### src/rtl/time_set_ctrl_if.sv
// Button, time-register and write-bus bundle for time_set_ctrl.
// The master modport is the surrounding system; the slave modport is the controller.
interface time_set_ctrl_if;
    logic       edit_req;
    logic       btn_next;
    logic       btn_up;
    logic       btn_down;
    logic       btn_ok;
    logic [7:0] hour_in;
    logic [7:0] min_in;
    logic [7:0] sec_in;
    logic [7:0] dato_out;
    logic       en_sec;
    logic       en_min;
    logic       en_hour;
    logic [1:0] field_sel;
    logic [7:0] edit_hour;
    logic [7:0] edit_min;
    logic [7:0] edit_sec;
    logic       editing;
    logic       done;

    modport master (
        output edit_req, btn_next, btn_up, btn_down, btn_ok,
        output hour_in, min_in, sec_in,
        input  dato_out, en_sec, en_min, en_hour, field_sel,
        input  edit_hour, edit_min, edit_sec, editing, done
    );

    modport slave (
        input  edit_req, btn_next, btn_up, btn_down, btn_ok,
        input  hour_in, min_in, sec_in,
        output dato_out, en_sec, en_min, en_hour, field_sel,
        output edit_hour, edit_min, edit_sec, editing, done
    );
endinterface

### src/rtl/time_set_ctrl.sv
// Time-setting sequencer: snapshot, edit with wrap-around, then write sec/min/hour on a shared bus.
// Optional feature macro TIME_SET_TIMEOUT_EN adds an idle timeout in EDIT (TIMEOUT_CYC cycles).
module time_set_ctrl #(
    parameter int unsigned HOUR_MAX    = 23,
    parameter int unsigned MINSEC_MAX  = 59
`ifdef TIME_SET_TIMEOUT_EN
    ,
    parameter int unsigned TIMEOUT_CYC = 50000000
`endif
) (
    input  logic          clk,
    input  logic          reset,
    time_set_ctrl_if.slave bus
);
    localparam logic [7:0] HMAX  = 8'(HOUR_MAX);
    localparam logic [7:0] MSMAX = 8'(MINSEC_MAX);

    typedef enum logic [2:0] {IDLE, LOAD, EDIT, WR_SEC, WR_MIN, WR_HOUR, DONE} state_t;

    state_t state;

`ifdef TIME_SET_TIMEOUT_EN
    logic [31:0] idle_cnt;
`endif

    function automatic logic [7:0] step(input logic [7:0] val, input logic [7:0] max,
                                        input logic up);
        if (up)
            return (val == max) ? 8'd0 : val + 8'd1;
        else
            return (val == 8'd0) ? max : val - 8'd1;
    endfunction

    function automatic logic [7:0] clamp(input logic [7:0] val, input logic [7:0] max);
        return (val > max) ? 8'd0 : val;
    endfunction

    // Outputs are registered alongside the state so each reflects the state it belongs to.
    always_ff @(posedge clk) begin
        if (reset) begin
            state         <= IDLE;
            bus.dato_out  <= '0;
            bus.en_sec    <= 1'b0;
            bus.en_min    <= 1'b0;
            bus.en_hour   <= 1'b0;
            bus.field_sel <= 2'd0;
            bus.edit_hour <= '0;
            bus.edit_min  <= '0;
            bus.edit_sec  <= '0;
            bus.editing   <= 1'b0;
            bus.done      <= 1'b0;
`ifdef TIME_SET_TIMEOUT_EN
            idle_cnt      <= '0;
`endif
        end else begin
            case (state)
                IDLE: begin
                    bus.done <= 1'b0;
                    if (bus.edit_req) begin
                        state       <= LOAD;
                        bus.editing <= 1'b1;
                    end
                end
                LOAD: begin
                    bus.edit_hour <= clamp(bus.hour_in, HMAX);
                    bus.edit_min  <= clamp(bus.min_in, MSMAX);
                    bus.edit_sec  <= clamp(bus.sec_in, MSMAX);
                    bus.field_sel <= 2'd0;
                    state         <= EDIT;
`ifdef TIME_SET_TIMEOUT_EN
                    idle_cnt      <= '0;
`endif
                end
                EDIT: begin
`ifdef TIME_SET_TIMEOUT_EN
                    idle_cnt <= '0;
`endif
                    // One event per cycle; up and down together is an event that changes nothing.
                    if (bus.btn_ok) begin
                        state        <= WR_SEC;
                        bus.editing  <= 1'b0;
                        bus.en_sec   <= 1'b1;
                        bus.dato_out <= bus.edit_sec;
                    end else if (bus.btn_next) begin
                        bus.field_sel <= (bus.field_sel == 2'd2) ? 2'd0 : bus.field_sel + 2'd1;
                    end else if (bus.btn_up || bus.btn_down) begin
                        if (bus.btn_up ^ bus.btn_down) begin
                            case (bus.field_sel)
                                2'd0:    bus.edit_sec  <= step(bus.edit_sec, MSMAX, bus.btn_up);
                                2'd1:    bus.edit_min  <= step(bus.edit_min, MSMAX, bus.btn_up);
                                default: bus.edit_hour <= step(bus.edit_hour, HMAX, bus.btn_up);
                            endcase
                        end
                    end
`ifdef TIME_SET_TIMEOUT_EN
                    else if (idle_cnt == 32'(TIMEOUT_CYC - 1)) begin
                        state       <= IDLE;
                        bus.editing <= 1'b0;
                    end else begin
                        idle_cnt <= idle_cnt + 32'd1;
                    end
`endif
                end
                WR_SEC: begin
                    bus.en_sec   <= 1'b0;
                    bus.en_min   <= 1'b1;
                    bus.dato_out <= bus.edit_min;
                    state        <= WR_MIN;
                end
                WR_MIN: begin
                    bus.en_min   <= 1'b0;
                    bus.en_hour  <= 1'b1;
                    bus.dato_out <= bus.edit_hour;
                    state        <= WR_HOUR;
                end
                WR_HOUR: begin
                    bus.en_hour  <= 1'b0;
                    bus.dato_out <= '0;
                    bus.done     <= 1'b1;
                    state        <= DONE;
                end
                DONE: begin
                    bus.done <= 1'b0;
                    state    <= IDLE;
                end
                default: state <= IDLE;
            endcase
        end
    end
endmodule
### src/flat_wrapper.sv
// flat-port wrapper written by rule: the top's interface ports become plain ports
module time_set_ctrl_flat 
#(
    parameter int unsigned HOUR_MAX    = 23,
    parameter int unsigned MINSEC_MAX  = 59

)
  (clk, reset, bus_edit_req, bus_btn_next, bus_btn_up, bus_btn_down, bus_btn_ok, bus_hour_in, bus_min_in, bus_sec_in, bus_dato_out, bus_en_sec, bus_en_min, bus_en_hour, bus_field_sel, bus_edit_hour, bus_edit_min, bus_edit_sec, bus_editing, bus_done);
  time_set_ctrl_if bus_i ();
  input  logic clk;
  input  logic reset;
  input wire logic [$bits(bus_i.edit_req)-1:0] bus_edit_req;
  input wire logic [$bits(bus_i.btn_next)-1:0] bus_btn_next;
  input wire logic [$bits(bus_i.btn_up)-1:0] bus_btn_up;
  input wire logic [$bits(bus_i.btn_down)-1:0] bus_btn_down;
  input wire logic [$bits(bus_i.btn_ok)-1:0] bus_btn_ok;
  input wire logic [$bits(bus_i.hour_in)-1:0] bus_hour_in;
  input wire logic [$bits(bus_i.min_in)-1:0] bus_min_in;
  input wire logic [$bits(bus_i.sec_in)-1:0] bus_sec_in;
  output wire logic [$bits(bus_i.dato_out)-1:0] bus_dato_out;
  output wire logic [$bits(bus_i.en_sec)-1:0] bus_en_sec;
  output wire logic [$bits(bus_i.en_min)-1:0] bus_en_min;
  output wire logic [$bits(bus_i.en_hour)-1:0] bus_en_hour;
  output wire logic [$bits(bus_i.field_sel)-1:0] bus_field_sel;
  output wire logic [$bits(bus_i.edit_hour)-1:0] bus_edit_hour;
  output wire logic [$bits(bus_i.edit_min)-1:0] bus_edit_min;
  output wire logic [$bits(bus_i.edit_sec)-1:0] bus_edit_sec;
  output wire logic [$bits(bus_i.editing)-1:0] bus_editing;
  output wire logic [$bits(bus_i.done)-1:0] bus_done;
  assign bus_i.edit_req = bus_edit_req;
  assign bus_i.btn_next = bus_btn_next;
  assign bus_i.btn_up = bus_btn_up;
  assign bus_i.btn_down = bus_btn_down;
  assign bus_i.btn_ok = bus_btn_ok;
  assign bus_i.hour_in = bus_hour_in;
  assign bus_i.min_in = bus_min_in;
  assign bus_i.sec_in = bus_sec_in;
  assign bus_dato_out = bus_i.dato_out;
  assign bus_en_sec = bus_i.en_sec;
  assign bus_en_min = bus_i.en_min;
  assign bus_en_hour = bus_i.en_hour;
  assign bus_field_sel = bus_i.field_sel;
  assign bus_edit_hour = bus_i.edit_hour;
  assign bus_edit_min = bus_i.edit_min;
  assign bus_edit_sec = bus_i.edit_sec;
  assign bus_editing = bus_i.editing;
  assign bus_done = bus_i.done;
  time_set_ctrl #(.HOUR_MAX(HOUR_MAX), .MINSEC_MAX(MINSEC_MAX)) u_core (.clk(clk), .reset(reset), .bus(bus_i));
endmodule
### config.mk
export PLATFORM = sky130hd
export DESIGN_NAME = time_set_ctrl_flat
export DESIGN_NICKNAME = d
export VERILOG_FILES = /design/src/rtl/time_set_ctrl_if.sv /design/src/rtl/time_set_ctrl.sv /design/src/flat_wrapper.sv
export SDC_FILE = /design/constraint.sdc
export NUM_CORES = 1
export LEC_CHECK = 0
export CORE_MARGIN = 2
export CORE_UTILIZATION = 52
export DETAILED_ROUTE_END_ITERATION = 8
export GPL_TIMING_DRIVEN = 0
export PLACE_DENSITY = 0.78
export REMOVE_ABC_BUFFERS = 1
export SETUP_SLACK_MARGIN = 0.15
export SLEW_MARGIN = 10
export SYNTH_ARGS = -nofsm -noshare
export SYNTH_HDL_FRONTEND = slang
export SYNTH_SLANG_ARGS = --single-unit
### constraint.sdc
create_clock -name clk -period 3.5 [get_ports clk]
set_clock_uncertainty 0.2 [all_clocks]
set_input_delay 0.7 -clock clk [delete_from_list [all_inputs] [get_ports clk]]
set_output_delay 0.7 -clock clk [all_outputs]
set_load 0.02 [all_outputs]
==> results of run 1 <==
-- report_power, final --
part	switching (mW)	total (mW)	internal, mW
sequential	0.0742	0.578	0.504
combinational	0.250	0.444	0.194
clock	0.203	0.348	0.144
total	0.528	1.37	0.843
-- sequential cells by signal, summed over array words and instances (netlist names) --
signal	cells
u_core.state	3
u_core.bus.en_hour	1
u_core.bus.done	1
u_core.bus.edit_min	8
u_core.bus.edit_hour	8
u_core.bus.dato_out	8
u_core.bus.edit_sec	8
u_core.bus.field_sel	2
u_core.bus.editing	1
u_core.bus.en_min	1
u_core.bus.en_sec	1
-- critical path: cells and delay by family --
kind | cells | cell delay (ns)
AND/OR/NAND/NOR | 2 | 0.80
adder cells (fa/ha/maj) | 1 | 0.35
AO/OA/AOI/OAI | 3 | 0.52
buffers and inverters | 2 | 0.66
-- cells in the mapped netlist, types with 4 or more instances --
cell type and number:
o211ai_1 4, nand4_1 13, a21o_1 4, buf_1 4, nand2_1 38, ha_1 7
a211oi_1 6, nand2b_1 6, o21ai_1 6, clkbuf_1 21, a221oi_1 15, buf_2 10
inv_1 15, a21oi_1 37, nor2b_1 8, nand3_1 23, nor4_1 4, and3_1 10
a311oi_1 8, a31oi_1 16, nor2_1 43, dfxtp_1 42, o21ai_0 18, nor3_1 12
-- cells by family (layout without fill, tap and decap cells) --
group | Yosys count | in the layout | share of synthesized area (%)
and+or+nand+nor | 186 | 186 | 30.5
xor gates and xnor gates | 2 | 2 | 0.529
adders and majority gates | 7 | 7 | 2.64
muxes | 3 | 3 | 0.944
buffers and inverters | 54 | 94 | 6.84
AOI/OAI and AO/OA | 157 | 157 | 33.2
DFF | 42 | 42 | 25.4
-- cell usage in the layout (no fill, tap or decap), drive strengths merged, types with 3 or more instances in the layout --
master,synthesis,final
clkdlybuf4s50,0,67
nor2,43,43
dfxtp,42,42
a21oi,39,39
nand2,38,38
o21ai,24,24
nand3,23,23
inv,17,18
a31oi,16,16
a221oi,16,16
nand4,13,13
nor3,13,13
and3,10,10
nor2b,8,8
a311oi,8,8
ha,7,7
nand2b,6,6
a211oi,6,6
nor3b,6,6
clkbuf,21,5
nor4,5,5
a21o,4,4
o211ai,4,4
o311ai,4,4
a211o,3,3
or3,3,3
o31ai,3,3
and2,3,3
a2111oi,3,3
a31o,3,3
-- per-layer routing --
layer  vias to the layer above  part of all wire (%)  track usage, %
li1                       1819                     -               -
met1                      1813                    41            37.9
met2                       212                    47            46.8
met3                        22                   9.2            5.44
met4                         0                   2.4            10.9
met5                         -                     0               0
-- cell type report --
class	instances	area [sq um]	area share, %
Tap cell	77	96.3	2.40
Clock buffer	5	68.8	1.71
Multi-Input combinational cell	355	2240	55.8
Sequential cell	42	841	20.9
Inverter	17	63.8	1.59
Timing Repair Buffer	69	683	17.0
Clock inverter	3	25.0	0.622
-- worst min path at each step --
stage,start,end,slack (ns),depth (start not counted)
final,u_core.bus.dato_out[6]$_SDFFE_PP0P_,u_core.bus.dato_out[6]$_SDFFE_PP0P_,0.30,2
after global routing,u_core.bus.dato_out[6]$_SDFFE_PP0P_,u_core.bus.dato_out[6]$_SDFFE_PP0P_,0.32,2
after CTS,u_core.bus.dato_out[6]$_SDFFE_PP0P_,u_core.bus.dato_out[6]$_SDFFE_PP0P_,0.30,2
after detailed placement,u_core.bus.dato_out[6]$_SDFFE_PP0P_,u_core.bus.dato_out[6]$_SDFFE_PP0P_,0.28,2
after global placement,u_core.bus.en_sec$_SDFFE_PP0P_,u_core.bus.en_sec$_SDFFE_PP0P_,0.27,2
after floorplan,u_core.bus.done$_SDFFE_PP0P_,u_core.bus.done$_SDFFE_PP0P_,0.36,2
-- metrics by stage --
step                setup WS, ns  instances
floorplan                   1.04        414
global placement           -1.24        560
detailed placement        -0.175        560
CTS                        0.451        568
global route               0.249        568
finish                     0.410        568
-- repair_timing --
item | in CTS | in global routing
setup endpoints to repair | 1 | 0
hold buffers | 0 | 0
resized for setup | 1 | 0
==> results.toml, run 1 <==
[status]
status = "completed"

[global_routing]
grt_pass1_vias = 3386
grt_usage_pct = 28.8
grt_pass1_wl_microns = 16700
grt_antenna_before_repair = 0
overflow = 0
grt_max_degree = 46

[clock_network]
cts_buffer_depth = 2
htreeDepth = 2
clkSinkCount = 42
cts-root-buf = "clkbuf_8"
path_clk_slew_ns = 0.09
tritoncts = "done"
clk_latency_ns = 0.31
cts_buffers = 5
post_cts_buffers = 0

[critical_path]
critPathArrivalTime_ns = 3.05
crit_path_start = "bus_btn_up"
cp_data_required_time_ns = 3.46
start_kind = "primary input"
crit_type = "in -> reg"
r2r-end = "u_core.bus.edit_min[2]$_SDFFE_PP0P_"
worstPathCellList = "buf_4 > inv_2 > ha_1 > nor4b_4 > a21oi_2 > or2_1 > a31oi_1 > a221oi_2"
end_kind = "register"
endpoint = "u_core.bus.edit_sec[1]$_SDFFE_PP0P_"
max_stage_delay_ns = 0.40
crit_slowest_cell = "nor4b_4"
timing.rr.start = "u_core.state[1]$_SDFFE_PP0P_"
ff2ff_setup_slack_ns = 0.45
rr_worst_depth = 5
worst-path-max-fanout = 45

[detailed_routing]
avgRoutedWirePerCell_microns = 18.1
dr.pass1.iters = 4
drc_errors = 0
vias_per_cell = 6.81
detail_route.iter0.violations = 349
drt_wl_total_microns = 10300
vias = 3866
ant_nets = 0

[cells_and_area]
fillers = 579
layout-area-overhead-vs-synth_pct = 21.5
layout-drive-gt1-share_pct = 5.30
final_util_pct = 64.5
final_net_count = 528
diodes = 0
post-route-cell-area_sq_um = 4020

[sta]
hold_viol = 0
fin_crit_ns = 3.09
slew_headroom_pct = 21.6
slew_violations = 0
tightest_slew_ns = 1.17
fmax_mhz = 324
tns_ns = 0
fin_crit_sh_pct = 88.3
rsz0062_at_grt = "false"
finalSetupViolations = 0
whs_ns = 0.295

[floorplanning]
fp.dieW_microns = 83.8
core-area_sq_um = 6240
io_pins = 70
die-area_sq_um = 7020
die_y_microns = 83.8
start_util_pct = 53.1
rows = 29

[job]
max_cap_violations = 0

[synth]
yosys_warnings = 0
synth_seq_cells = 42
synth-main-ff-cell = "dfxtp_1"
synth_area_leaders = "dfxtp_1, a21oi_1, nor2_1"
syn_avg_cell_area_sq_um = 7.34
synthArstFlopShare_pct = 0
synth_top_area_share_pct = 25.4
synth_seq_area_share_pct = 25.4
yosys.cell_types.count = 75
synthCells = 451
synth_edf_count = 0
yosys.area.top_type = "dfxtp_1"
synth_area_sq_um = 3310

[placement]
gp_congestion = 0.908
hpwlAfterDp_microns = 7120
io_buffers = 69
dpl-instance-area_sq_um = 3930

[power]
leakage_nw = 1.36
ir_drop_mv = 0.217
power_density_nw_per_um2 = 341
power.total_mw = 1.37

[hold_path]
hold_path.class = "reg -> reg"
No activity file was read; power rests on OpenSTA's default activity.
==> run 2: changes to the inputs <==
--- a/config.mk
+++ b/config.mk
@@ -6,10 +6,11 @@
 export NUM_CORES = 1
 export LEC_CHECK = 0
 export CORE_MARGIN = 2
-export CORE_UTILIZATION = 52
+export CORE_UTILIZATION = 64
 export DETAILED_ROUTE_END_ITERATION = 8
+export DONT_BUFFER_PORTS = 1
 export GPL_TIMING_DRIVEN = 0
-export PLACE_DENSITY = 0.78
+export PLACE_DENSITY = 0.83
 export REMOVE_ABC_BUFFERS = 1
 export SETUP_SLACK_MARGIN = 0.15
 export SLEW_MARGIN = 10
==> run 2 against run 1 <==
Sequential power up 4.8%. Critical path depth decreased by 4. Via count down 7.9%. Setup slack better by 0.059 ns. Critical path type is now reg -> reg. Largest cell class unchanged.
==> results.toml, run 2 (synthesized netlist as in run 1, its figures left out) <==
[clock_network]
cts-root-buf = "clkbuf_8"
post_cts_buffers = 0
cts_buffers = 5
tritoncts = "done"
clk_latency_ns = 0.30
clkSinkCount = 42
path_clk_slew_ns = 0.09
cts_buffer_depth = 2
postCtsResizedCells = 0
postCtsHoldBufs = 0
htreeDepth = 2

[global_routing]
grt_antenna_before_repair = 0
grt_pass1_wl_microns = 15600
met3_usage_pct = 6.43
globalRouteMet2Util_pct = 52.2
grt_max_degree = 46
grt_pass1_vias = 3285
overflow = 0
grt_usage_pct = 32.1
grtUsageMet1_pct = 43.1
grt_busiest_layer = "met2"

[detailed_routing]
avgRoutedWirePerCell_microns = 19.0
vias_per_cell = 7.24
vias = 3561
drt_wl_total_microns = 9370
ant_nets = 0
detail_route.iter0.violations = 567
drc_errors = 0
dr.pass1.iters = 5

[sta]
slew_violations = 0
fin_crit_ns = 3.03
slew_headroom_pct = 18.0
fin_crit_sh_pct = 86.6
tightest_slew_ns = 1.22
tns_ns = 0
finalSetupViolations = 0
rsz0062_at_grt = "false"
fmax_mhz = 330
hold_viol = 0

[critical_path]
start_kind = "register"
crit_type = "reg -> reg"
critPathArrivalTime_ns = 3.04
end_kind = "register"
cp_data_required_time_ns = 3.50
ff2ff_setup_slack_ns = 0.47
worst-path-max-fanout = 26

[cells_and_area]
final-seq-area_sq_um = 841
layout-drive-gt1-share_pct = 5.69
final_net_count = 459
final_cell_mix = "nor2_1, dfxtp_1, nand2_1"
diodes = 0
fillers = 465
post-route-cell-area_sq_um = 3330
layout-area-overhead-vs-synth_pct = 0.567
multi_input_area_sq_um = 2240
final_common_cell = "nor2_1"

[floorplanning]
start_util_pct = 65.7
rows = 26
fp.dieW_microns = 75.9
io_pins = 70
die_y_microns = 75.9
core-area_sq_um = 5040
die-area_sq_um = 5770

[power]
leakage_nw = 1.11
ir_drop_mv = 0.260
power_density_nw_per_um2 = 378

[placement]
hpwlAfterDp_microns = 6380
gp_congestion = 0.906
io_buffers = 0
dpl-instance-area_sq_um = 3240

[status]
status = "completed"

[job]
max_cap_violations = 0

[hold_path]
hold_path.class = "in -> reg"
## run 2: cell types whose count changed in the layout (fill, tap and decap cells not counted), sizes merged
cell | previous run | this run
clkdlybuf4s50 | 67 | 0
buf | 2 | 0
## run 2: path summary, 6_finish.rpt
kind	from	end	cells past startpoint
max	u_core.state[1]$_SDFFE_PP0P_	u_core.bus.edit_min[4]$_SDFFE_PP0P_	4
min	reset	u_core.bus.edit_sec[6]$_SDFFE_PP0P_	1
max reg2reg	u_core.state[1]$_SDFFE_PP0P_	u_core.bus.edit_min[4]$_SDFFE_PP0P_	4
min reg2reg	u_core.bus.done$_SDFFE_PP0P_	u_core.bus.done$_SDFFE_PP0P_	2
## run 2: cell type report
class	count	area share, %
clock buffer	5	2.07
clock inverter	3	0.751
inverter	17	1.92
multi-input combinational	355	67.4
sequential	42	25.2
tap	70	2.63
## run 2: where the power goes
| part | total [mW] | switching (mW) | internal, mW |
|---|---|---|---|
| Sequential | 0.606 | 0.102 | 0.504 |
| Clock | 0.335 | 0.191 | 0.144 |
| Combinational | 0.317 | 0.187 | 0.130 |
| Total | 1.26 | 0.480 | 0.778 |
## run 2: worst max-delay path, cell delays in order (launching register included)
cell	delay [ns]
dfxtp_1	0.85
nor3b_2	1.09
a21o_1	0.39
a31oi_1	0.10
a221oi_1	0.30
## run 2: through the flow
stage	setup slack, ns	total power [mW]	cells	hold slack [ns]	util, %
finish	0.470	1.26	492	0.255	66.1
global placement	0.622	0.913	484	0.373	64.2
detailed placement	0.582	0.923	484	0.393	64.2
floorplan	1.04	0.844	414	0.355	-
global route	0.340	1.32	492	0.244	66.1
CTS	0.554	1.25	492	0.252	66.1
## run 2: per-layer routing
metal / vias up / share of wire (%)
met1: 1641 / 41
met4: 0 / 1.5
met3: 14 / 10
met5: - / 0
met2: 232 / 47
li1: 1674 / -
